### src/rtl/mem_arb_pkg.sv
// Shared types for the unified-memory port arbiter: FSM state encoding and
// the owner codes used when selecting which requester drives the memory.
package mem_arb_pkg;

  typedef enum logic [2:0] {
    ARB_IDLE   = 3'd0,
    ARB_BUSY_I = 3'd1,
    ARB_BUSY_D = 3'd2,
    ARB_RESP_I = 3'd3,
    ARB_RESP_D = 3'd4
  } arb_state_t;

  typedef logic arb_owner_t;

  localparam arb_owner_t OWN_IF = 1'b0;
  localparam arb_owner_t OWN_DM = 1'b1;

endpackage

### src/rtl/mem_arb_streak_ctr.sv
// Saturating count of contested data grants; at_max tells the arbiter to hand
// the next contested slot to instruction fetch. Only built with ARB_FAIR_EN.
module mem_arb_streak_ctr #(
  parameter int MAX = 4
) (
  input  logic clk,
  input  logic reset,
  input  logic inc,
  input  logic clr,
  output logic at_max
);

  localparam int W = $clog2(MAX + 1);

  logic [W-1:0] count_reg;

  always_ff @(posedge clk or posedge reset) begin
    if (reset) begin
      count_reg <= '0;
    end else if (clr) begin
      count_reg <= '0;
    end else if (inc && (count_reg != W'(MAX))) begin
      count_reg <= count_reg + 1'b1;
    end
  end

  assign at_max = (count_reg == W'(MAX));

endmodule

### src/rtl/mem_port_arbiter.sv
// Arbitrates IF and data requests onto one single-ported memory, one
// transaction at a time. Define ARB_FAIR_EN to bound IF starvation.
module mem_port_arbiter
  import mem_arb_pkg::*;
#(
  parameter int ADDR_W     = 32,
  parameter int DATA_W     = 32,
  parameter int STREAK_MAX = 4
) (
  input  logic              clk,
  input  logic              reset,
  input  logic              if_req,
  input  logic [ADDR_W-1:0] if_addr,
  output logic              if_gnt,
  output logic [DATA_W-1:0] if_rdata,
  input  logic              dm_req,
  input  logic              dm_we,
  input  logic [ADDR_W-1:0] dm_addr,
  input  logic [DATA_W-1:0] dm_wdata,
  output logic              dm_gnt,
  output logic [DATA_W-1:0] dm_rdata,
  output logic              mem_req,
  output logic              mem_we,
  output logic [ADDR_W-1:0] mem_addr,
  output logic [DATA_W-1:0] mem_wdata,
  input  logic [DATA_W-1:0] mem_rdata,
  input  logic              mem_ack,
  output logic              arb_busy
);

  arb_state_t        state_reg, state_next;
  arb_owner_t        winner;
  logic              force_if;

  logic              mem_req_reg, mem_req_next;
  logic              mem_we_reg, mem_we_next;
  logic [ADDR_W-1:0] mem_addr_reg, mem_addr_next;
  logic [DATA_W-1:0] mem_wdata_reg, mem_wdata_next;
  logic [DATA_W-1:0] if_rdata_reg, if_rdata_next;
  logic [DATA_W-1:0] dm_rdata_reg, dm_rdata_next;
  logic              if_gnt_reg, if_gnt_next;
  logic              dm_gnt_reg, dm_gnt_next;
  logic              busy_reg, busy_next;

`ifdef ARB_FAIR_EN
  logic streak_inc, streak_clr, streak_at_max;

  // A data grant counts as contested when IF is still waiting in the grant cycle.
  assign streak_inc = (state_reg == ARB_RESP_D) && if_req;
  assign streak_clr = (state_reg == ARB_RESP_I) || ((state_reg == ARB_IDLE) && !if_req);

  mem_arb_streak_ctr #(
    .MAX(STREAK_MAX)
  ) u_streak (
    .clk    (clk),
    .reset  (reset),
    .inc    (streak_inc),
    .clr    (streak_clr),
    .at_max (streak_at_max)
  );

  assign force_if = streak_at_max;
`else
  assign force_if = 1'b0;
`endif

  always_ff @(posedge clk or posedge reset) begin
    if (reset) begin
      state_reg     <= ARB_IDLE;
      mem_req_reg   <= 1'b0;
      mem_we_reg    <= 1'b0;
      mem_addr_reg  <= '0;
      mem_wdata_reg <= '0;
      if_rdata_reg  <= '0;
      dm_rdata_reg  <= '0;
      if_gnt_reg    <= 1'b0;
      dm_gnt_reg    <= 1'b0;
      busy_reg      <= 1'b0;
    end else begin
      state_reg     <= state_next;
      mem_req_reg   <= mem_req_next;
      mem_we_reg    <= mem_we_next;
      mem_addr_reg  <= mem_addr_next;
      mem_wdata_reg <= mem_wdata_next;
      if_rdata_reg  <= if_rdata_next;
      dm_rdata_reg  <= dm_rdata_next;
      if_gnt_reg    <= if_gnt_next;
      dm_gnt_reg    <= dm_gnt_next;
      busy_reg      <= busy_next;
    end
  end

  always_comb begin
    state_next     = state_reg;
    winner         = OWN_DM;
    mem_req_next   = mem_req_reg;
    mem_we_next    = mem_we_reg;
    mem_addr_next  = mem_addr_reg;
    mem_wdata_next = mem_wdata_reg;
    if_rdata_next  = if_rdata_reg;
    dm_rdata_next  = dm_rdata_reg;
    if_gnt_next    = 1'b0;
    dm_gnt_next    = 1'b0;

    case (state_reg)
      ARB_IDLE: begin
        if (dm_req || if_req) begin
          winner = (dm_req && !(if_req && force_if)) ? OWN_DM : OWN_IF;
          mem_req_next = 1'b1;
          if (winner == OWN_DM) begin
            state_next     = ARB_BUSY_D;
            mem_we_next    = dm_we;
            mem_addr_next  = dm_addr;
            mem_wdata_next = dm_wdata;
          end else begin
            state_next     = ARB_BUSY_I;
            mem_we_next    = 1'b0;
            mem_addr_next  = if_addr;
            mem_wdata_next = '0;
          end
        end
      end
      ARB_BUSY_I: begin
        if (mem_ack) begin
          state_next     = ARB_RESP_I;
          if_rdata_next  = mem_rdata;
          if_gnt_next    = 1'b1;
          mem_req_next   = 1'b0;
          mem_we_next    = 1'b0;
          mem_addr_next  = '0;
          mem_wdata_next = '0;
        end
      end
      ARB_BUSY_D: begin
        if (mem_ack) begin
          state_next     = ARB_RESP_D;
          if (!mem_we_reg) begin
            dm_rdata_next = mem_rdata;
          end
          dm_gnt_next    = 1'b1;
          mem_req_next   = 1'b0;
          mem_we_next    = 1'b0;
          mem_addr_next  = '0;
          mem_wdata_next = '0;
        end
      end
      // Grant cycle: no arbitration here, so a still-held request waits for IDLE.
      ARB_RESP_I, ARB_RESP_D: state_next = ARB_IDLE;
      default:                state_next = ARB_IDLE;
    endcase

    busy_next = (state_next != ARB_IDLE);
  end

  assign mem_req   = mem_req_reg;
  assign mem_we    = mem_we_reg;
  assign mem_addr  = mem_addr_reg;
  assign mem_wdata = mem_wdata_reg;
  assign if_rdata  = if_rdata_reg;
  assign dm_rdata  = dm_rdata_reg;
  assign if_gnt    = if_gnt_reg;
  assign dm_gnt    = dm_gnt_reg;
  assign arb_busy  = busy_reg;

endmodule

### config.mk
export PLATFORM = sky130hd
export DESIGN_NAME = mem_port_arbiter
export DESIGN_NICKNAME = d
export VERILOG_FILES = /design/src/rtl/mem_arb_pkg.sv /design/src/rtl/mem_arb_streak_ctr.sv /design/src/rtl/mem_port_arbiter.sv
export SDC_FILE = /design/constraint.sdc
export NUM_CORES = 1
export LEC_CHECK = 0
export BUFFER_PORTS_ARGS = -buffer_cell sky130_fd_sc_hd__clkbuf_2
export CAP_MARGIN = 20
export CORE_UTILIZATION = 51
export DETAILED_ROUTE_END_ITERATION = 10
export GPL_ROUTABILITY_DRIVEN = 0
export PLACE_DENSITY = 0.87
export SYNTH_ARGS = -nofsm -noshare
export SYNTH_HDL_FRONTEND = slang
export SYNTH_SLANG_ARGS = --single-unit
### constraint.sdc
create_clock -name clk -period 11.65 [get_ports clk]
set_clock_uncertainty 0.15 [all_clocks]
set_input_delay 0.5825 -clock clk [delete_from_list [all_inputs] [get_ports clk]]
set_output_delay 0.5825 -clock clk [all_outputs]
set_load 0.02 [all_outputs]
=== Word-level counts from Yosys, hierarchy flattened ===
Cells that the tools add are included.

* Register bits after elaboration: 136
* Input port bits: 134
* Output and inout port bits: 133
* Logic and storage cells: 45

* Equality and inequality tests: 4
* Muxes and demuxes: 22
* Bitwise operators: 1
* Reduce and logical (&&, ||, !) cells: 8

{| class="wikitable"
|+ Operator list
! cell !! number
|-
| 32-bit two-way mux || 5
|-
| 32-bit one-hot mux with 2 select lines || 2
|-
| 3-bit two-way mux || 3
|-
| 3-bit one-hot mux with 3 select lines || 1
|-
| 1-bit two-way mux || 8
|-
| 3-bit AND reduction || 2
|-
| 1-bit one-hot mux with 2 select lines || 2
|-
| 3-bit by 1-bit == test with 1-bit output, second input constant || 1
|-
| 3-bit by 2-bit == test with 1-bit output, second input constant || 1
|-
| 3-bit zero test || 1
|-
| 3-bit nonzero test || 1
|-
| 2-bit two-way mux || 1
|-
| 2-bit by 1-bit != test with 1-bit output, second input constant || 1
|-
| 2-bit != test, second input constant || 1
|-
| 2-bit AND reduction || 1
|-
| 2-bit nonzero test || 1
|-
| 2-bit OR reduction || 1
|-
| 1-bit logical OR || 1
|-
| 1-bit inverter || 1
|}

=== Logic depth before layout (Yosys ltp) ===
Gate-level depths: netlist of the first run.

* Depth in word-level cells: 5
* Gate-level depth with buffers: 7
* Depth with buffers taken out: 3

=== Worst setup path before layout of the first run ===
Ideal clock, no wire load.

* Kind: register to register
* Start: reg state_reg[1]
* End: reg if_rdata_reg[10], in the netlist if_rdata[10]
* Library setup time: 125 ps
* Arrival: 1,681 ps
* Data required time: 11,375 ps
* Path slack: 9,695 ps
* Cell stages (with the launch flop): 7
* Buffers on the path: 3
* Clock period less this slack: 1,955 ps
* Path through: dfrtp_1 or2_1 clkbuf_1 buf_6 nor2_2 buf_2 mux2_2

* Word-level cells in the longest chain between the ends: 2

{| class="wikitable"
|+ RTL lines
! element !! RTL line !! RTL
|-
| start: declaration || mem_port_arbiter.sv:31 || <nowiki>arb_state_t state_reg, state_next;</nowiki>
|-
| start signal: assignment || mem_port_arbiter.sv:80 || <nowiki>state_reg <= state_next;</nowiki>
|-
| 3-bit by 1-bit == test with 1-bit output || mem_port_arbiter.sv:105 || <nowiki>case (state_reg)</nowiki>
|-
| 2-bit AND reduction (no source line) || - ||
|-
| end signal: assignment || mem_port_arbiter.sv:85 || <nowiki>if_rdata_reg <= if_rdata_next;</nowiki>
|-
| end: declaration || mem_port_arbiter.sv:39 || <nowiki>logic [DATA_W-1:0] if_rdata_reg, if_rdata_next;</nowiki>
|}

Every way passes these cells.
A chain may end at the register's enable or synchronous reset.

=== Final worst setup path of the first run ===
* Start: reg state_reg[0]
* End: reg mem_wdata_reg[9], in the netlist mem_wdata[9]

* Word-level cells in the longest chain between the ends: 4
* Elaborated cells between the ends (all ways): 9
* Those cells by class: 4 x eq/ne; 1 x mux; 4 x reduce/logical

{| class="wikitable"
|+ RTL lines
! element !! RTL line !! RTL
|-
| 3-bit by 2-bit == test with 1-bit output / 3-bit by 1-bit == test with 1-bit output (equally long branches) || mem_port_arbiter.sv:105 ||
|-
| 2-bit OR reduction (no source line) || - ||
|-
| 2-bit by 1-bit != test with 1-bit output (no source line) / 2-bit nonzero test (equally long branches) || - ||
|-
| 3-bit AND reduction (no source line) || - ||
|-
| end signal: assignment || mem_port_arbiter.sv:84 || <nowiki>mem_wdata_reg <= mem_wdata_next;</nowiki>
|-
| end: declaration || mem_port_arbiter.sv:38 || <nowiki>logic [DATA_W-1:0] mem_wdata_reg, mem_wdata_next;</nowiki>
|}

Parallel ways exist; a longest one is shown, timed or not.

==> flow_summary.yaml, run 1 <==
logic_synthesis:
  synth-edff-count: 0
  syn_inst: 475
  avgSynthCellArea_um2: 12.7
  yosys_warnings: 0
  synth_cell_types: 23
  synth_top_area_cell: "dfrtp_1"
  synthesis.area_um2: 6030
  ys.flop_type: "dfrtp_1"
  synth_fp_nets: 609
  ys_seq_area_frac: 0.565
  synth-seq-cells: 136
  ys_top_cells_by_area: "dfrtp_1, mux2_2, o311ai_0"
  synthArstFlopShare: 1.00
  synth_top_area_share: 0.565
clocking:
  cts_tree: "built"
  post_cts_resized: 0
  cts.sinks: 136
  clk_path_buf_depth: 2
  h-tree-depth: 4
  path_clk_slew_ps: 60
  worstSkewPairLatency_ps: 400
  clockRootBuffer: "clkbuf_16"
  post_cts_buffers: 0
  cts_made_buffers: 17
  cts_hold_buffers: 0
route:
  first_iter_violations: 461
  num_vias: 4975
  wirelength_um: 15900
  firstDrtPassIters: 5
  ant_nets: 0
  vias_per_cell: 5.74
  drc_errors: 0
  wl_per_cell_um: 18.3
critical_path:
  end_kind: "flop"
  cp_max_fo: 46
  worstPathArrival_ps: 2900
  critPathKind: "reg -> reg"
  worst_setup_path_start_kind: "flop"
  critPathRequiredTime_ps: 11790
final_layout:
  layout_common_cells: "clkbuf_2, dfrtp_1, o311ai_0, o31ai_1, mux2_2"
  design_area_um2: 8020
  final_common_cell: "clkbuf_2"
  nFillCells: 800
  multi_input_area_um2: 2370
  regArea_um2: 3400
  area_growth_pct: 33.1
  nets: 845
  antennaDiodeCount: 0
  final_layout_size_suffix_gt1_frac: 0.523
status:
  status: "complete, no violations"
placement:
  hpwl_um: 10600
  io_buffer_count: 266
  dp_slack_ps: 8490
  placed_area_um2: 7360
sta:
  post-route-min-period_ps: 2760
  rsz0062_at_grt: "no"
  relSlewSlack: 0.371
  max_slew.worst_pin.slew_ps: 941
  fin_crit_sh: 0.237
  maxClockFrequency_mhz: 362
  setup_viol: 0
  setup-tns-final_ps: 0
  final_max_slew_viol_count: 0
  hold_violations: 0
  setup_slack_ps: 8890
die:
  initial_core_util: 0.525
  rows: 39
  dieArea_um2: 12300
  fp.dieW_um: 111
  ios: 267
  die_y_um: 111
  core-area_um2: 11500
grt:
  grt-ovfl-total: 0
  grt_use_total: 0.263
  grt_pass1_vias: 4975
  grt_start_max_net_pins: 90
  grt_pass1_wl_um: 25500
  antenna_found_initial: 0
hold_path:
  min_path_type: "in -> async"
pwr:
  ir_worst_vdd_mv: 0.200
  p_leak_nw: 3.93
  power_density_nw_per_um2: 312
flow_run:
  cap_violations: 0
## critical path, stage by stage (launching register included)
cell and delay (ps):
dfrtp_1 480, nand4bb_2 810, o31a_2 500, buf_4 340
o31ai_1 340
## per-stage QoR
| step | hold WS [ps] | total power [W] | util | instances |
|---|---|---|---|---|
| floorplan | 301 | 0.00157 | - | 475 |
| finish | 163 | 0.00250 | 0.699 | 866 |
| global placement | 338 | 0.00188 | 0.641 | 833 |
| CTS | 194 | 0.00249 | 0.695 | 864 |
| global route | 228 | 0.00262 | 0.699 | 866 |
| detailed placement | 345 | 0.00193 | 0.641 | 833 |
## metal layers
metal	global-route usage	vias up	part of all wire
met5	0	-	0
met4	0.0862	0	0.012
met3	0.0705	18	0.067
met2	0.441	244	0.52
met1	0.330	2407	0.40
li1	-	2306	-
## path summary, 6_finish.rpt
path,from,endpoint,slack [ps],cells past startpoint
worst max register to register,state_reg[0],mem_wdata[9],8890,4
worst min register to register,dm_rdata[18],dm_rdata[18],360,1
min in group clk,dm_wdata[14],mem_wdata[14],250,3
worst max-delay path,state_reg[0],mem_wdata[9],8890,4
max in group asynchronous,reset,if_rdata[7],10050,3
worst min-delay path,reset,dm_rdata[15],160,2
## final cells by class
class                   count  area share
flip-flops and latches    136       0.424
well taps                 143      0.0223
clock inverters            10      0.0179
multi-input cells         276       0.295
clock buffers              21      0.0587
repair buffers            275       0.179
inverters                   5     0.00297
## kinds of logic after synthesis
family	Yosys count	share of synthesized area
buf+inv	63	0.0482
flops	136	0.565
simple gates	44	0.0307
mux	97	0.174
compound gates	134	0.180
xor+xnor	1	0.00145
## power by group
part	leakage (nW)	internal (W)	switching, W
combinational	1.93	0.000396	0.000713
clock	0.292	0.000354	0.000198
sequential	1.71	0.000702	0.000134
## cell usage after synthesis (2+ instances only)
cell / number
nor2_1: 3
o311ai_0: 65
buf_6: 6
clkbuf_1: 42
o31ai_1: 65
nor3_1: 2
buf_2: 7
nand2_1: 34
inv_1: 5
mux2i_1: 33
dfrtp_1: 136
buf_1: 3
mux2_2: 64
Power figures use the tool's default switching activity.
==> run 2, diff against run 1 <==
- ABC_AREA: default -> 1
- CORE_UTILIZATION: 51 -> 48
- PLACE_DENSITY: 0.87 -> 0.83
- clock period: 11.65 -> 2.7 ns (I/O delays scaled with it)
==> run 2 against run 1 <==
Register-to-register slack got worse by 8300 ps; non-clock buffer count increased by 114; synthesized cell count up 62%; sequential power grew to 4.2 times the previous value; utilization increased by 5.8 points; critical path type is now in -> reg; die area grew 7.0%; clock-buffer cell count down 1; flip-flop and latch count unchanged; first-iteration DRC count is 22% higher.
==> flow_summary.yaml, run 2 <==
status:
  status: "complete, no violations"
logic_synthesis:
  synth_fp_nets: 902
  synth-edff-count: 0
  synthArstFlopShare: 1.00
  avgSynthCellArea_um2: 7.91
  synth-seq-cells: 136
  synthesis.area_um2: 6070
  synth_top_area_share: 0.560
  synth_top_area_cell: "dfrtp_1"
  synth.most_common_cell: "nand2_1"
  syn_inst: 768
  yosys_warnings: 0
  ys.flop_type: "dfrtp_1"
  synth_cell_types: 18
  ys_top_cells_by_area: "dfrtp_1, nand2_1, o21ai_0"
  synthTopCellsByCount: "nand2_1, dfrtp_1, o21ai_0, inv_1"
  ys_seq_area_frac: 0.560
final_layout:
  final_layout_size_suffix_gt1_frac: 0.278
  nets: 1258
  final_common_cell: "clkbuf_2"
  layout_common_cells: "clkbuf_2, nand2_1, dfrtp_1"
  area_growth_pct: 51.6
clocking:
  post_cts_buffers: 0
  cts_made_buffers: 17
  clk_path_buf_depth: 2
  worstSkewPairLatency_ps: 410
  cts.sinks: 136
  cts_tree: "built"
  h-tree-depth: 4
  clockRootBuffer: "clkbuf_16"
  path_clk_slew_ps: 60
route:
  route.met3.wl_um: 1240
  num_vias: 6463
  vias_per_cell: 4.95
  wl_met1_um: 7090
  wirelength_um: 19100
  wl_per_cell_um: 14.6
  first_iter_violations: 563
  drc_errors: 0
  ant_nets: 0
  top_layer: "met4"
  firstDrtPassIters: 6
  route.met2.wl_um: 9800
die:
  rows: 40
  dieArea_um2: 13100
  core-area_um2: 12200
  fp.dieW_um: 114
  initial_core_util: 0.499
  die_y_um: 114
  ios: 267
critical_path:
  worstPathArrival_ps: 2710
  cpPeakStageDelay_ps: 680
  cpMaxStageDelayCell: "buf_4"
  critPathRequiredTime_ps: 2900
  reg2reg_depth: 7
  end_kind: "flop"
  crit_top_cell: "dlygate4sd3_1"
  cp_max_fo: 99
  crit_chain: "dlygate4sd3_1 -> clkbuf_2 -> buf_4 -> o21ai_0 -> dlygate4sd3_1 -> nor2_1 -> nand3_1 -> nand2_1"
  critPathKind: "in -> reg"
  worst_setup_path_start_kind: "input pin"
grt:
  grt_use_total: 0.304
  grt_start_max_net_pins: 137
  grt_pass1_vias: 6660
  antenna_found_initial: 0
  grt_pass1_wl_um: 31000
  grt-ovfl-total: 0
hold_path:
  whs_path_depth: 5
  min_path_type: "in -> reg"
pwr:
  p_switching_w: 0.00477
  internal_power_w: 0.00598
  power_density_nw_per_um2: 1170
  pwr-share-comb: 0.457
  ir_worst_vdd_mv: 0.654
  p_clk_frac: 0.218
  p_leak_nw: 5.22
  finalPower_w: 0.0108
  swShare: 0.444
  seqPwrFrac: 0.325
sta:
  max_slew.worst_pin.slew_ps: 888
  setup-tns-final_ps: 0
  fin_crit_sh: 0.930
  rsz0062_at_grt: "no"
  post-route-min-period_ps: 2510
  final_max_slew_viol_count: 0
  relSlewSlack: 0.408
  maxClockFrequency_mhz: 398
  setup_viol: 0
  hold_violations: 0
flow_run:
  cap_violations: 0
placement:
  io_buffer_count: 266
  hpwl_um: 10300
## run 2: changes by cell type in the layout (fill, tap and decap cells not counted), sizes merged, moves of 2 or more
cell         delta
nor2           +66
inv            +67
nand3          +69
mux2           -64
clkinv          +2
o31ai          -65
mux2i          -33
o21ai          +96
nor3            -2
dlygate4sd3   +114
nand2         +235
o311ai         -65
## run 2: area by class of cell
cell class | instances | area (µm²)
inverters | 73 | 278
clock buffers | 20 | 447
multi-input cells | 507 | 2140
flip-flops and latches | 136 | 3400
clock inverters | 12 | 150
diodes | 1 | 2.50
repair buffers | 389 | 2580
fillers | 792 | 2950
well taps | 168 | 210
## run 2: cells by family (layout without fill, tap and decap cells)
family,count (synthesis),after routing,share of synthesized area
other,0,1,0
AND/OR/NAND/NOR,409,409,0.271
flip-flops,136,136,0.560
AO/OA/AOI/OAI,98,98,0.0812
buffers and inverters,125,494,0.0878
## run 2: worst max-delay path: cells and delay by family
family	cells	cell delay (ps)
AO/OA/AOI/OAI	1	250
buffers and inverters	4	1960
AND/OR/NAND/NOR	3	330
## run 2: worst paths after layout
check | endpoint | slack (ps) | startpoint
max reg2reg | mem_wdata[9] | 620 | state_reg[1]
min | mem_addr[4] | 10 | if_addr[4]
max | mem_addr[12] | 190 | dm_req
min in group asynchronous | dm_rdata[25] | 350 | reset
max in group asynchronous | mem_addr[23] | 1520 | reset
min reg2reg | mem_wdata[25] | 320 | mem_wdata[25]
## run 2: power by group through the flow
stage | logic, W | clock network (W) | registers [W]
after floorplan | 0.00213 | 0 | 0.00456
after global placement | 0.00458 | 0 | 0.00347
after detailed placement | 0.00468 | 0 | 0.00349
after CTS | 0.00484 | 0.00236 | 0.00348
after global routing | 0.00537 | 0.00245 | 0.00361
final | 0.00491 | 0.00234 | 0.00350
## run 2: what timing repair did
action                    in CTS  in global routing
resized for setup              0                  0
hold buffers                 114                  0
hold endpoints to repair     262                  0
## run 2: stage by stage
stage               area, µm²  hold WS [ps]   util  std cells  setup WS, ps
finish                   9210          12.8  0.757       1306           190
global route             9210          23.3  0.757       1305          10.7
global placement         7470           232  0.614       1159           842
CTS                      9210         0.551  0.757       1305           343
detailed placement       7470           237  0.614       1159           757
floorplan                6080           110      -        768           722
## run 2: metal layers
metal / GRT usage / vias to the layer above
met5: 0 / -
met4: 0.192 / 0
met3: 0.0773 / 93
met2: 0.533 / 314
met1: 0.327 / 2961
li1: - / 3095
